==> src/rtl/scale_engine.sv <==
`default_nettype none
// ============================================================================
//  Module   : scale_engine
//  Purpose  : Power-of-two image scaler. Reads a SRC_W x SRC_H source image
//             from a synchronous ROM and writes the scaled result, centred,
//             into a DST_W x DST_H frame RAM. Modes: copy, replicate (zoom
//             in), decimate and block average (zoom out), factor F = 2^k.
//  Ports    : clk, reset (async, active-low)
//             start/abort/mode/log2f  - job request and control
//             busy/done/err           - job status (done/err are levels)
//             rom_addr/rom_data       - source ROM, data one cycle after addr
//             ram_wraddr/ram_data/ram_wren - destination RAM write port
//  Revision : 1.0 - initial release
// ============================================================================
module scale_engine #(
   parameter int SRC_W     = 160,
   parameter int SRC_H     = 120,
   parameter int DST_W     = 640,
   parameter int DST_H     = 480,
   parameter int DATA_W    = 8,
   parameter int ADDR_W    = 19,
   parameter int MAX_LOG2F = 3
) (
   input  logic                               clk,
   input  logic                               reset,
   input  logic                               start,
   input  logic                               abort,
   input  logic [1:0]                         mode,
   input  logic [$clog2(MAX_LOG2F+1)-1:0]     log2f,
   output logic                               busy,
   output logic                               done,
   output logic                               err,
   output logic [ADDR_W-1:0]                  rom_addr,
   input  logic [DATA_W-1:0]                  rom_data,
   output logic [ADDR_W-1:0]                  ram_wraddr,
   output logic [DATA_W-1:0]                  ram_data,
   output logic                               ram_wren
);

   localparam int K_W   = $clog2(MAX_LOG2F + 1);
   // F*F samples of at most 2^DATA_W-1 each always fit in this width.
   localparam int ACC_W = DATA_W + 2 * MAX_LOG2F;

   localparam logic [1:0] MODE_COPY = 2'd0;
   localparam logic [1:0] MODE_REP  = 2'd1;
   localparam logic [1:0] MODE_DEC  = 2'd2;
   localparam logic [1:0] MODE_AVG  = 2'd3;

   typedef enum logic [2:0] {
      S_IDLE  = 3'd0,
      S_CHECK = 3'd1,
      S_RD    = 3'd2,
      S_WR    = 3'd3,
      S_ACC   = 3'd4,
      S_AWR   = 3'd5
   } state_t;

   state_t              state_q, state_d;
   logic [1:0]          mode_q, mode_d;
   logic [K_W-1:0]      k_q, k_d;
   logic [ADDR_W-1:0]   out_w_q, out_w_d, out_h_q, out_h_d;
   logic [ADDR_W-1:0]   off_x_q, off_x_d, off_y_q, off_y_d;
   logic [ADDR_W-1:0]   ox_q, ox_d, oy_q, oy_d;
   logic [ADDR_W-1:0]   bx_q, bx_d, by_q, by_d;
   logic [ACC_W-1:0]    acc_q, acc_d;
   logic                done_q, done_d, err_q, err_d;

   // Output geometry for the latched request (evaluated in CHECK).
   logic [31:0] chk_w, chk_h;
   logic        chk_bad;

   always_comb begin
      chk_w = 32'(SRC_W);
      chk_h = 32'(SRC_H);
      if (mode_q == MODE_REP) begin
         chk_w = 32'(SRC_W) << k_q;
         chk_h = 32'(SRC_H) << k_q;
      end else if (mode_q == MODE_DEC || mode_q == MODE_AVG) begin
         chk_w = 32'(SRC_W) >> k_q;
         chk_h = 32'(SRC_H) >> k_q;
      end
   end

   assign chk_bad = (32'(k_q) > 32'(MAX_LOG2F)) || (chk_w > 32'(DST_W)) ||
                    (chk_h > 32'(DST_H));

   // Source coordinates of the sample addressed this cycle.
   logic [ADDR_W-1:0] sx, sy;

   always_comb begin
      sx = ox_q;
      sy = oy_q;
      case (mode_q)
         MODE_REP: begin
            sx = ox_q >> k_q;
            sy = oy_q >> k_q;
         end
         MODE_DEC: begin
            sx = ox_q << k_q;
            sy = oy_q << k_q;
         end
         MODE_AVG: begin
            sx = (ox_q << k_q) + bx_q;
            sy = (oy_q << k_q) + by_q;
         end
         default: begin
            sx = ox_q;
            sy = oy_q;
         end
      endcase
   end

   logic [ADDR_W-1:0] blk_last;
   logic [ACC_W-1:0]  sum;
   logic              last_x, last_y, blk_first;

   assign blk_last  = (ADDR_W'(1) << k_q) - ADDR_W'(1);
   assign last_x    = (ox_q == out_w_q - ADDR_W'(1));
   assign last_y    = (oy_q == out_h_q - ADDR_W'(1));
   assign blk_first = (bx_q == '0) && (by_q == '0);
   // ROM data always belongs to the address issued one cycle earlier, so the
   // last sample of a block is only available during AWR itself.
   assign sum       = acc_q + ACC_W'(rom_data);

   // Outputs are decoded from registered state only (plus the ROM register).
   assign busy       = (state_q != S_IDLE);
   assign done       = done_q;
   assign err        = err_q;
   assign ram_wren   = (state_q == S_WR) || (state_q == S_AWR);
   assign rom_addr   = ((state_q == S_RD) || (state_q == S_ACC)) ?
                       sy * ADDR_W'(SRC_W) + sx : '0;
   assign ram_wraddr = ram_wren ?
                       (off_y_q + oy_q) * ADDR_W'(DST_W) + off_x_q + ox_q : '0;

   always_comb begin
      ram_data = '0;
      if (state_q == S_WR) begin
         ram_data = rom_data;
      end else if (state_q == S_AWR) begin
         ram_data = DATA_W'(sum >> {k_q, 1'b0});
      end
   end

   always_comb begin
      state_d = state_q;
      mode_d  = mode_q;
      k_d     = k_q;
      out_w_d = out_w_q;
      out_h_d = out_h_q;
      off_x_d = off_x_q;
      off_y_d = off_y_q;
      ox_d    = ox_q;
      oy_d    = oy_q;
      bx_d    = bx_q;
      by_d    = by_q;
      acc_d   = acc_q;
      done_d  = done_q;
      err_d   = err_q;

      case (state_q)
         S_IDLE: begin
            if (start) begin
               mode_d  = mode;
               k_d     = log2f;
               done_d  = 1'b0;
               err_d   = 1'b0;
               state_d = S_CHECK;
            end
         end
         S_CHECK: begin
            if (chk_bad) begin
               err_d   = 1'b1;
               done_d  = 1'b1;
               state_d = S_IDLE;
            end else begin
               out_w_d = ADDR_W'(chk_w);
               out_h_d = ADDR_W'(chk_h);
               off_x_d = ADDR_W'((32'(DST_W) - chk_w) >> 1);
               off_y_d = ADDR_W'((32'(DST_H) - chk_h) >> 1);
               ox_d    = '0;
               oy_d    = '0;
               bx_d    = '0;
               by_d    = '0;
               state_d = (mode_q == MODE_AVG) ? S_ACC : S_RD;
            end
         end
         S_RD: begin
            state_d = S_WR;
         end
         S_ACC: begin
            acc_d = blk_first ? '0 : sum;
            if (bx_q == blk_last) begin
               bx_d = '0;
               if (by_q == blk_last) begin
                  by_d    = '0;
                  state_d = S_AWR;
               end else begin
                  by_d = by_q + ADDR_W'(1);
               end
            end else begin
               bx_d = bx_q + ADDR_W'(1);
            end
         end
         S_WR, S_AWR: begin
            if (last_x) begin
               ox_d = '0;
               if (last_y) begin
                  done_d  = 1'b1;
                  state_d = S_IDLE;
               end else begin
                  oy_d    = oy_q + ADDR_W'(1);
                  state_d = (state_q == S_AWR) ? S_ACC : S_RD;
               end
            end else begin
               ox_d    = ox_q + ADDR_W'(1);
               state_d = (state_q == S_AWR) ? S_ACC : S_RD;
            end
         end
         default: begin
            state_d = S_IDLE;
         end
      endcase

      // Abort wins over completion and rejection; a write already on the
      // port this cycle is unaffected because ram_wren is decoded from state.
      if (abort && (state_q != S_IDLE)) begin
         state_d = S_IDLE;
         done_d  = 1'b0;
         err_d   = 1'b0;
      end
   end

   always_ff @(posedge clk or negedge reset) begin
      if (!reset) begin
         state_q <= S_IDLE;
         mode_q  <= '0;
         k_q     <= '0;
         out_w_q <= '0;
         out_h_q <= '0;
         off_x_q <= '0;
         off_y_q <= '0;
         ox_q    <= '0;
         oy_q    <= '0;
         bx_q    <= '0;
         by_q    <= '0;
         acc_q   <= '0;
         done_q  <= 1'b0;
         err_q   <= 1'b0;
      end else begin
         state_q <= state_d;
         mode_q  <= mode_d;
         k_q     <= k_d;
         out_w_q <= out_w_d;
         out_h_q <= out_h_d;
         off_x_q <= off_x_d;
         off_y_q <= off_y_d;
         ox_q    <= ox_d;
         oy_q    <= oy_d;
         bx_q    <= bx_d;
         by_q    <= by_d;
         acc_q   <= acc_d;
         done_q  <= done_d;
         err_q   <= err_d;
      end
   end

endmodule
`default_nettype wire

==> config.mk <==
export PLATFORM = sky130hd
export DESIGN_NAME = scale_engine
export DESIGN_NICKNAME = d
export VERILOG_FILES = /design/src/rtl/scale_engine.sv
export SDC_FILE = /design/constraint.sdc
export NUM_CORES = 1
export LEC_CHECK = 0
export ABC_AREA = 1
export BUFFER_PORTS_ARGS = -buffer_cell sky130_fd_sc_hd__buf_2
export CORE_ASPECT_RATIO = 1.75
export CORE_MARGIN = 4
export CORE_UTILIZATION = 55
export CTS_BUF_LIST = sky130_fd_sc_hd__clkbuf_8
export CTS_CLUSTER_SIZE = 28
export DETAILED_ROUTE_END_ITERATION = 6
export PLACE_DENSITY = 0.77
export SYNTH_ARGS = -nofsm -noshare
export SYNTH_HDL_FRONTEND = slang
export SYNTH_SLANG_ARGS = --single-unit
==> constraint.sdc <==
create_clock -name clk -period 8.95 [get_ports clk]
set_input_delay 0.4475 -clock clk [delete_from_list [all_inputs] [get_ports clk]]
set_output_delay 0.4475 -clock clk [all_outputs]
set_load 0.01 [all_outputs]
After elaboration in Yosys (flattened, before gate mapping)
Cells that the tools add are included.

Flip-flop bits (word level): 175. Input bits: 16. Logic and storage cells: 131.

Bitwise logic cells: 1. Muxes and demuxes: 40. $add $sub $neg: 16. Magnitude comparators: 2. Shift-type cells: 10. Reduce and logical (&&, ||, !) cells: 24. Eq/ne operators: 22. $mul: 2.

Operator list (number): $mux W19 (9); $pmux W19 S2 (4); $mux W32 (4); $add A19 B19 Y19 (6); $pmux W19 S3 (2); $add A19 B1 Y19 const B (4); $eq A19 B19 Y1 (4); $logic_not A19 Y1 (2); $shl A19 B2 Y19 (2); $shr A19 B2 Y19 (2); $sub A19 B1 Y19 const B (2); $gt A32 B10 Y1 const B (1); $gt A32 B9 Y1 const B (1); $shl A7 B2 Y32 const A (1); $shl A8 B2 Y32 const A (1); $shr A7 B2 Y32 const A (1); $shr A8 B2 Y32 const A (1); $mux W3 (9); $sub A10 B20 Y20 const A (1); $sub A9 B20 Y20 const A (1); $mul A19 B3 Y12 const B (1); $mul A19 B3 Y14 const B (1); $shl A1 B2 Y19 const A (1); $sub A19 B2 Y19 const B (1); other kinds (29) (55).

Depth between registers and ports, before layout
Gate-level depths: netlist of run 1.

Depth in word-level cells: 9. Mapped depth: 36. Gate-level depth less buffers: 33.

Worst setup path after synthesis of run 1
OpenSTA, ideal clock, no wires.

Path kind: flip-flop to output port. From: reg k_q[0]. To: out rom_addr[17]. Data required time: 8.503 ns. Arrival: 5.374 ns. Path slack: 3.129 ns. Path buffers: 3. Stages on the path, launching flop included: 36. Path through: dfrtp_1 > buf_2 > inv_1 > clkbuf_1 > clkbuf_1 > nand2_1 > nor2_1 > ha_1 > inv_1 > fa_1 > inv_1 > a31oi_1 > nor2_1 > nor2_1 > o21bai_1 > a21oi_1 > o21ai_0 > a22oi_1 > ha_1 > ha_1 > inv_1 > o31ai_1 > xnor2_1 > inv_1 > ha_1 > nand2_1 > o21ai_0 > a21oi_1 > o21ai_0 > a21oi_1 > or2_2 > nand2_1 > nand2_1 > nand2_1 > o21ai_0 > a21oi_1.

Word-level cells in the longest chain between the ends: 6.

Ends and longest elaborated chain: from (decl) (line 60) `logic [K_W-1:0] k_q, k_d;`; from (signal assigned) (line 252) `k_q <= k_d;`; $shl A19 B2 Y19 (line 100, 104); $add A19 B19 Y19 (line 104) `sy = (oy_q << k_q) + by_q;`; $pmux W19 S3 (line 93) `case (mode_q)`; $mul A19 B3 Y14 (line 131) `sy * ADDR_W'(SRC_W) + sx : '0;`; $add A19 B19 Y19 * (line 131); $mux W19 * (line 130) `assign rom_addr = ((state_q == S_RD) || (state_q == S_ACC)) ?`; to (decl) (line 33) `output logic [ADDR_W-1:0] rom_addr,`.

Mark *: on every way between the ends. The rest lies on a longest branch, timed or not.

Final worst setup path of run 1
From: reg k_q[1]. To: out rom_addr[17].

Same word-level chain as after synthesis.

==> impl_metrics.yaml, run 1 <==
pwr:
  pwr_density_cell_mw_per_mm2: 270
  peakVddDrop_mv: 0.162
  clockPowerShare_pct: 12.3
  p_sw_share_pct: 56.2
  total_power_mw: 4.42
  combPwrFrac_pct: 67.9
  pwr-share-seq_pct: 19.9
  intPower_mw: 1.94
  p_sw_mw: 2.49
  p_leak_nw: 8.26
floorplanning:
  io-pin-count: 66
  initial_core_util_pct: 56.0
  fp-row-count: 80
  die_h_um: 229
  die_area_mm2: 0.0308
  core_region_area_mm2: 0.0274
  dieWidth_um: 134
synth:
  synthesis.yosys.warnings: 0
  syn-instance-count: 2272
  ys_types: 62
  synth_area_mm2: 0.0154
  synth_ff_type: "dfrtp_1"
  synth-seq-cells: 143
  synth.avg_cell_area_um2: 6.76
  synth_edf_count: 0
  ys_seq_area_share_pct: 23.3
  async_flop_share_pct: 100
  syn_nets: 2439
finish:
  syn2layout_area_growth_pct: 6.41
  multi_input_comb_area_mm2: 0.0102
  fin_nets: 2463
  final-seq-area_mm2: 0.00358
  drive_gt1_share_pct: 7.80
  antenna_cells: 0
  fillers: 2706
  stdcell_count: 2677
route:
  num_vias: 15800
  totalWireLength_um: 52500
  drt_iter0_markers: 1128
  drt.antenna.violating_nets: 0
  drc: 0
  wl_per_cell_um: 19.6
  viasPerCell: 5.91
  dr.pass1.iters: 7
grt:
  grt_overflow_total: 0
  grt_antenna_before_repair: 0
  grt_pass1_wl_um: 82300
  grt_max_degree: 81
  grt_pass1_vias: 15600
  grt_use_total_pct: 34.0
cts:
  root_buffer: "clkbuf_8"
  htreeDepth: 4
  insertion_delay_ns: 0.52
  cts.clk_slew.worst_paths_ns: 0.08
  cts_buffer_depth: 2
  cts_buffers: 17
  cts_sinks: 143
  cts_tree: "yes"
placed_design:
  hpwl_um: 42000
  place.gp.congestion: 0.976
  dp_cells: 2645
  io_buffers: 65
critical_path:
  crit_arrival_ns: 7.01
  r2r-end: "oy_q[7]"
  rrSetupSlack_ns: 4.60
  path_depth: 27
  cp-end-kind: "output pin"
  rr_worst_depth: 12
  critPathMaxFanout: 41
  cp_top_family: "buffers and inverters"
  path_class: "reg2out"
  timing.critical_path.slowest_cell_delay_ns: 0.78
  start_kind: "register"
  cp.required_ns: 8.50
  endpoint: "rom_addr[17]"
  path_buf_inv: 6
  timing.rr.start: "k_q[1]"
  cp_slowest_cell: "clkinv_1"
  crit_start: "k_q[1]"
timing:
  setup-violations-final: 0
  clock-skew-final_ns: 0.0148
  relSlewSlack_pct: 36.9
  rsz0062_at_grt: "false"
  tightestPinTransition_ns: 0.945
  report.final.slew_viol_count: 0
  hold_violations: 0
  min_period_ns: 7.46
  fin_setup_tns_ns: 0
  fmax_mhz: 134
  period_share_pct: 83.3
run:
  cap_violations: 0
min_path:
  hp-class: "in2reg"
  worstHoldPathCells: 2
outcome:
  status: "completed"
[metrics by stage]
stage          hold WS (ns)  util (%)  instance area [um^2]  worst slack, ns
4_1_cts               0.139      59.6                 16400             1.58
6_report              0.152      59.6                 16400             1.49
3_3_place_gp          0.461      58.2                 16000             2.15
5_1_grt               0.154      59.6                 16400            0.947
2_1_floorplan         0.152         -                 15400             3.13
3_5_place_dp          0.475      58.2                 16000             2.17
[cells in the final DEF, fill, tap and decap left out, types with 15 or more instances in the layout]
master / n
nand2_1: 429
inv_1: 321
a21oi_1: 214
nor2_1: 194
o21ai_0: 151
dfrtp_1: 143
ha_1: 132
nand3_1: 120
xor2_1: 95
buf_2: 64
nor3_1: 51
o22ai_1: 32
nand4_1: 29
xnor2_1: 24
clkbuf_8: 21
a22oi_1: 20
nor4_1: 20
fa_1: 19
o221ai_1: 15
[Yosys cell counts, drive strengths merged (25+ instances only)]
cell type	n	share of area, %
nand2	443	11
inv	334	8.2
a21oi	215	7.0
nor2	203	5.3
o21ai	175	6.0
dfrtp	143	23
ha	132	11
nand3	121	4.0
xor2	95	5.4
nor3	55	1.9
clkbuf	49	1.2
o22ai	32	1.3
nand4	30	1.3
buf	25	0.85
[worst reg2reg max path, stage by stage, from the launching register on]
cell and delay, ns:
dfrtp_1 0.37, buf_4 0.28, nand2_1 0.53, inv_1 0.19, a21oi_4 0.17, buf_4 0.45, inv_2 0.38, nand2_1 0.44
inv_2 0.18, nor2_8 0.32, nand2_2 0.56, nand2_1 0.25, o21ai_2 0.08
[layout make-up]
class,instances,area share (%)
sequential,143,21.9
clock buffer,21,1.77
multi-input combinational,1716,62.4
clock inverter,10,0.620
tap,369,2.82
timing repair buffer,79,2.69
inverter,339,7.80
[power by group through the flow]
stage	Clock, mW	Sequential [mW]	Combinational [mW]
floorplan	0	0.852	2.12
global placement	0	0.882	2.91
detailed placement	0	0.887	2.96
CTS	0.546	0.876	2.97
global route	0.573	0.892	3.31
finish	0.543	0.879	3.00
[worst min path at each step]
stage / endpoint / start / slack (ns)
final: err / abort / 0.15
after global routing: err / abort / 0.15
after CTS: err / abort / 0.14
after detailed placement: acc_q[7] / acc_q[7] / 0.47
after global placement: off_y_q[7] / off_y_q[7] / 0.46
after floorplan: acc_q[0] / reset / 0.15
[layer usage]
metal  wire [um]  track usage (%)  part of all wire [%]  vias to the layer above
met1       19500             37.3                    37                     7427
met4        3660             21.1                   7.0                        0
met2       26900             60.9                    51                      534
li1            -                -                     -                     7666
met5           0                0                     0                        -
met3        2500             4.70                   4.8                      182
[sequential cells by signal, indices dropped and copies added (netlist names), 2 cells and up]
signal and cells:
bx_q 19, by_q 19, ox_q 19, oy_q 19, off_x_q 15, acc_q 14
off_y_q 12, out_w_q 9, out_h_q 8, state_q 3, k_q 2, mode_q 2
[cells by family after synthesis]
| kind of cell | share of synthesized area (%) |
|---|---|
| and+or+nand+nor | 25.7 |
| AOI/OAI and AO/OA | 20.3 |
| buffers and inverters | 10.3 |
| adders and majority gates | 13.2 |
| DFF | 23.3 |
| xor gates and xnor gates | 6.78 |
| muxes | 0.391 |
[what timing repair did]
item / CTS / global route
endpoints found under the hold margin: 53 / 0
gates resized for setup: 0 / 0
hold buffers: 1 / 0
setup buffers: 0 / 0
Note: power is estimated with default switching activity, not from simulation.
==> run 2: changes to the inputs <==
==> constraint.sdc (replaced) <==
create_clock -name clk -period 6.89 [get_ports clk]
set_input_delay 0.3445 -clock clk [delete_from_list [all_inputs] [get_ports clk]]
set_output_delay 0.3445 -clock clk [all_outputs]
set_load 0.01 [all_outputs]
==> impl_metrics.yaml, run 2 (synthesized netlist as in run 1, its figures left out) <==
outcome:
  status: "completed"
cts:
  insertion_delay_ns: 0.52
  root_buffer: "clkbuf_8"
  cts_tree: "yes"
  cts_buffers: 17
  htreeDepth: 4
  cts_sinks: 143
  cts_buffer_depth: 2
  cts.clk_slew.worst_paths_ns: 0.09
  post_cts_buffers: 0
critical_path:
  timing.critical_path.slowest_cell_delay_ns: 0.61
  crit_top_cell: "nand2_1"
  path_class: "reg2out"
  start_kind: "register"
  cp_slowest_cell: "dfrtp_1"
  crit_arrival_ns: 6.12
  cp-end-kind: "output pin"
  critPathMaxFanout: 11
  cp.required_ns: 6.55
route:
  drc: 0
  num_vias: 15900
  wl_per_cell_um: 19.3
  drt.antenna.violating_nets: 0
  viasPerCell: 5.91
  drt_iter0_markers: 1159
  dr.pass1.iters: 7
  totalWireLength_um: 51700
run:
  cap_violations: 0
finish:
  drive_gt1_share_pct: 8.25
  final_common_cell: "nand2_1"
  syn2layout_area_growth_pct: 6.68
  fin_util_pct: 59.8
  fin_area_mm2: 0.0164
  antenna_cells: 0
  fillers: 2741
  fin_nets: 2471
  layout_common_cells: "429 x nand2_1, 324 x inv_1, 213 x a21oi_1, 194 x nor2_1, 148 x o21ai_0"
floorplanning:
  die_h_um: 229
  dieWidth_um: 134
  fp-row-count: 80
  io-pin-count: 66
  initial_core_util_pct: 56.0
  core_region_area_mm2: 0.0274
  die_area_mm2: 0.0308
pwr:
  peakVddDrop_mv: 0.220
  p_leak_nw: 8.29
  p_sw_share_pct: 56.7
  intPower_mw: 2.47
  pwr_density_cell_mw_per_mm2: 348
  p_sw_mw: 3.24
  clockPowerShare_pct: 10.8
  pwr-share-seq_pct: 19.9
  combPwrFrac_pct: 69.3
grt:
  grt_pass1_vias: 15700
  grt_pass1_wl_um: 82000
  grt_antenna_before_repair: 0
  grt_use_total_pct: 33.8
  grt_overflow_total: 0
  grt_max_degree: 78
timing:
  relSlewSlack_pct: 23.4
  tightestPinTransition_ns: 1.14
  period_share_pct: 93.8
  min_period_ns: 6.46
  fmax_mhz: 155
  setup-violations-final: 0
  rsz0062_at_grt: "true"
  hold_violations: 0
  clock-skew-final_ns: 0.0167
  fin_ws_ns: 0.429
  report.final.slew_viol_count: 0
min_path:
  hp-class: "in2reg"
placed_design:
  placed_cell_area_mm2: 0.0160
  io_buffers: 65
  place_ws_ns: 0.853
  place.gp.congestion: 0.975
  hpwl_um: 41600
==> run 2: final timing paths <==
check / from / endpoint / slack, ns / depth (start not counted)
worst max-delay path: oy_q[0] / rom_addr[17] / 0.43 / 29
worst min-delay path: abort / err / 0.04 / 2
worst max register to register: k_q[1] / by_q[8] / 2.39 / 13
worst min register to register: done / done / 0.49 / 2
max in group asynchronous: reset / oy_q[2] / 5.03 / 3
min in group asynchronous: reset / acc_q[5] / 0.46 / 2
==> run 2: power by group through the flow <==
| stage | clock [mW] | sequential [mW] | combinational, mW |
|---|---|---|---|
| 2_1_floorplan | 0 | 1.11 | 2.76 |
| 3_3_place_gp | 0 | 1.14 | 3.81 |
| 3_5_place_dp | 0 | 1.15 | 3.87 |
| 4_1_cts | 0.624 | 1.13 | 3.89 |
| 5_1_grt | 0.658 | 1.16 | 4.36 |
| 6_report | 0.617 | 1.14 | 3.95 |
==> run 2: final cells by class <==
| class | count | area, um^2 | area share [%] |
|---|---|---|---|
| clock inverter | 14 | 97.6 | 0.595 |
| inverter | 339 | 1270 | 7.78 |
| tap | 369 | 462 | 2.82 |
| timing repair buffer | 87 | 514 | 3.14 |
| multi-input combinational | 1716 | 10200 | 62.4 |
| clock buffer | 17 | 234 | 1.43 |
| sequential | 143 | 3580 | 21.8 |
==> run 2: through the flow <==
stage	power (mW)	hold slack (ns)	TNS [ns]	std cells
finish	5.71	0.0369	0	2685
global route	6.18	0.0218	-0.00790	2685
global placement	4.95	0.434	0	2653
detailed placement	5.02	0.437	0	2653
floorplan	3.86	0.0489	0	2272
CTS	5.65	0.0231	0	2685
==> run 2: what timing repair did <==
action,4_1_cts,5_1_grt
hold buffers,1,0
setup endpoints to repair,0,4
gates resized for setup,0,13
hold endpoints to repair,76,0
==> run 2: layer usage <==
metal | routed length (um) | GRT usage [%] | vias up
li1 | - | - | 7664
met1 | 19100 | 37.1 | 7519
met2 | 26300 | 59.4 | 521
met3 | 2310 | 4.44 | 162
met4 | 4010 | 23.3 | 0
met5 | 0 | 0 | -
==> run 2: worst max-delay path, delay by kind of cell (launching register included) <==
kind	cells	cell delay, ns
buffers and inverters	3	0.25
AND/OR/NAND/NOR	10	1.11
AO/OA/AOI/OAI	10	1.84
XOR/XNOR	1	0.17
flip-flops	1	0.61
adder cells (fa/ha/maj)	5	1.59
==> run 3: changes to the inputs <==
--- a/config.mk
+++ b/config.mk
@@ -10,7 +10,6 @@
 export CORE_ASPECT_RATIO = 1.75
 export CORE_MARGIN = 4
 export CORE_UTILIZATION = 55
-export CTS_BUF_LIST = sky130_fd_sc_hd__clkbuf_8
 export CTS_CLUSTER_SIZE = 28
 export DETAILED_ROUTE_END_ITERATION = 6
 export PLACE_DENSITY = 0.77
==> impl_metrics.yaml, run 3 (synthesized netlist as in run 1, its figures left out) <==
pwr:
  clockPowerShare_pct: 14.5
  combPwrFrac_pct: 66.4
  p_sw_share_pct: 55.1
  pwr-share-seq_pct: 19.1
  p_leak_nw: 8.35
  total_power_mw: 5.96
  peakVddDrop_mv: 0.220
  p_sw_mw: 3.28
  pwr_density_cell_mw_per_mm2: 360
  intPower_mw: 2.68
placed_design:
  place.gp.congestion: 0.975
  io_buffers: 65
  hpwl_um: 41600
timing:
  relSlewSlack_pct: 23.6
  report.final.slew_viol_count: 0
  tightestPinTransition_ns: 1.14
  hold_violations: 0
  clock-skew-final_ns: 0.0116
  setup-violations-final: 0
  rsz0062_at_grt: "false"
  hold_ws_ns: 0.0995
  fin_setup_tns_ns: 0
  min_period_ns: 6.53
  fmax_mhz: 153
  period_share_pct: 94.7
route:
  viasPerCell: 5.95
  wl_per_cell_um: 19.4
  drt.antenna.violating_nets: 0
  drt_iter0_markers: 1173
  drc: 0
  num_vias: 16000
  dr.pass1.iters: 6
  totalWireLength_um: 52200
outcome:
  status: "completed"
cts:
  insertion_delay_ns: 0.46
  cts.clk_slew.worst_paths_ns: 0.07
  cts_tree: "yes"
  cts_buffers: 17
  cts_buffer_depth: 2
  htreeDepth: 4
  cts_sinks: 143
  root_buffer: "clkbuf_16"
finish:
  antenna_cells: 0
  layout_common_cells: "429 x nand2_1, 321 x inv_1, 214 x a21oi_1, 194 x nor2_1, 150 x o21ai_0"
  final_common_cell: "nand2_1"
  fillers: 2711
  fin_util_pct: 60.4
  syn2layout_area_growth_pct: 7.77
  fin_nets: 2471
  drive_gt1_share_pct: 8.12
critical_path:
  start_kind: "register"
  cp.required_ns: 6.55
  rr_worst_depth: 13
  crit_start: "oy_q[0]"
  cp-end-kind: "output pin"
  critPathMaxFanout: 11
  path_class: "reg2out"
  crit_arrival_ns: 6.18
  timing.rr.start: "k_q[1]"
grt:
  grt_use_total_pct: 34.1
  grt_overflow_total: 0
  grt_antenna_before_repair: 0
  grt_pass1_vias: 15800
  grt_pass1_wl_um: 82700
  grt_max_degree: 78
floorplanning:
  core_region_area_mm2: 0.0274
  io-pin-count: 66
  initial_core_util_pct: 56.0
  dieWidth_um: 134
  die_h_um: 229
  fp-row-count: 80
  die_area_mm2: 0.0308
min_path:
  min-delay-start: "abort"
  hp-class: "in2reg"
  worstHoldPathCells: 2
run:
  cap_violations: 0
## run 3: cell types whose count changed in the layout (fill, tap and decap cells not counted), moves of 2 or more
cell	change
o21ai_1	-2
o21ai_0	+2
inv_1	-3
clkbuf_16	+17
clkbuf_1	+3
clkbuf_8	-17
## run 3: worst max-delay path, stage by stage (launching register included)
cell and delay (ns):
dfrtp_1 0.53, ha_1 0.29, fa_1 0.41, nand3_1 0.09, nand2_1 0.08, a21o_1 0.17, a21oi_1 0.20, nor2_1 0.06
o21ai_0 0.20, nand2_1 0.11, or2_2 0.28, nand2_1 0.06, inv_1 0.06, ha_1 0.30, ha_1 0.35, inv_1 0.11
o21ai_0 0.11, xnor2_1 0.50, fa_1 0.51, inv_1 0.07, ha_1 0.29, nand4_1 0.12, nand3_1 0.26, nand3_1 0.18
nand2_1 0.06, nor2_1 0.14, buf_2 0.15
## run 3: layout make-up
type	count	area (um^2)	share of cell area (%)
multi-input combinational	1716	10200	61.7
sequential	143	3580	21.6
clock inverter	11	86.3	0.521
inverter	339	1270	7.70
tap	369	462	2.79
timing repair buffer	87	507	3.06
clock buffer	20	437	2.64
## run 3: final timing paths
kind / slack, ns / to
min in group asynchronous: 0.52 / acc_q[6]
worst min-delay path: 0.1 / err
worst max-delay path: 0.36 / ram_wraddr[18]
worst min register to register: 0.48 / done
max in group asynchronous: 4.96 / oy_q[2]
worst max register to register: 2.36 / by_q[8]
## run 3: repair_timing
item | 4_1_cts | 5_1_grt
gates resized for setup | 0 | 6
buffers inserted | 0 | 0
hold endpoints to repair | 76 | 0
setup endpoints to repair | 0 | 2
hold buffers | 1 | 0
## run 3: power groups by stage
stage / Combinational [mW] / Clock (mW) / Sequential (mW)
final: 3.96 / 0.862 / 1.14
after global routing: 4.36 / 0.903 / 1.16
after CTS: 3.90 / 0.868 / 1.13
after detailed placement: 3.87 / 0 / 1.15
after global placement: 3.81 / 0 / 1.14
after floorplan: 2.76 / 0 / 1.11
## run 3: through the flow
step | cells | setup WS [ns] | cell area (um^2)
floorplan | 2272 | 1.17 | 15400
global placement | 2653 | 0.925 | 16000
detailed placement | 2653 | 0.853 | 16000
CTS | 2685 | 0.343 | 16500
global route | 2685 | 0.00265 | 16600
finish | 2685 | 0.364 | 16600
## run 3: routing by layer
| metal | global-route usage [%] | part of all wire, % | vias up |
|---|---|---|---|
| li1 | - | - | 7662 |
| met1 | 37.5 | 37 | 7553 |
| met2 | 60.4 | 51 | 584 |
| met3 | 3.95 | 4.9 | 171 |
| met4 | 23.3 | 7.7 | 0 |
| met5 | 0 | 0 | - |
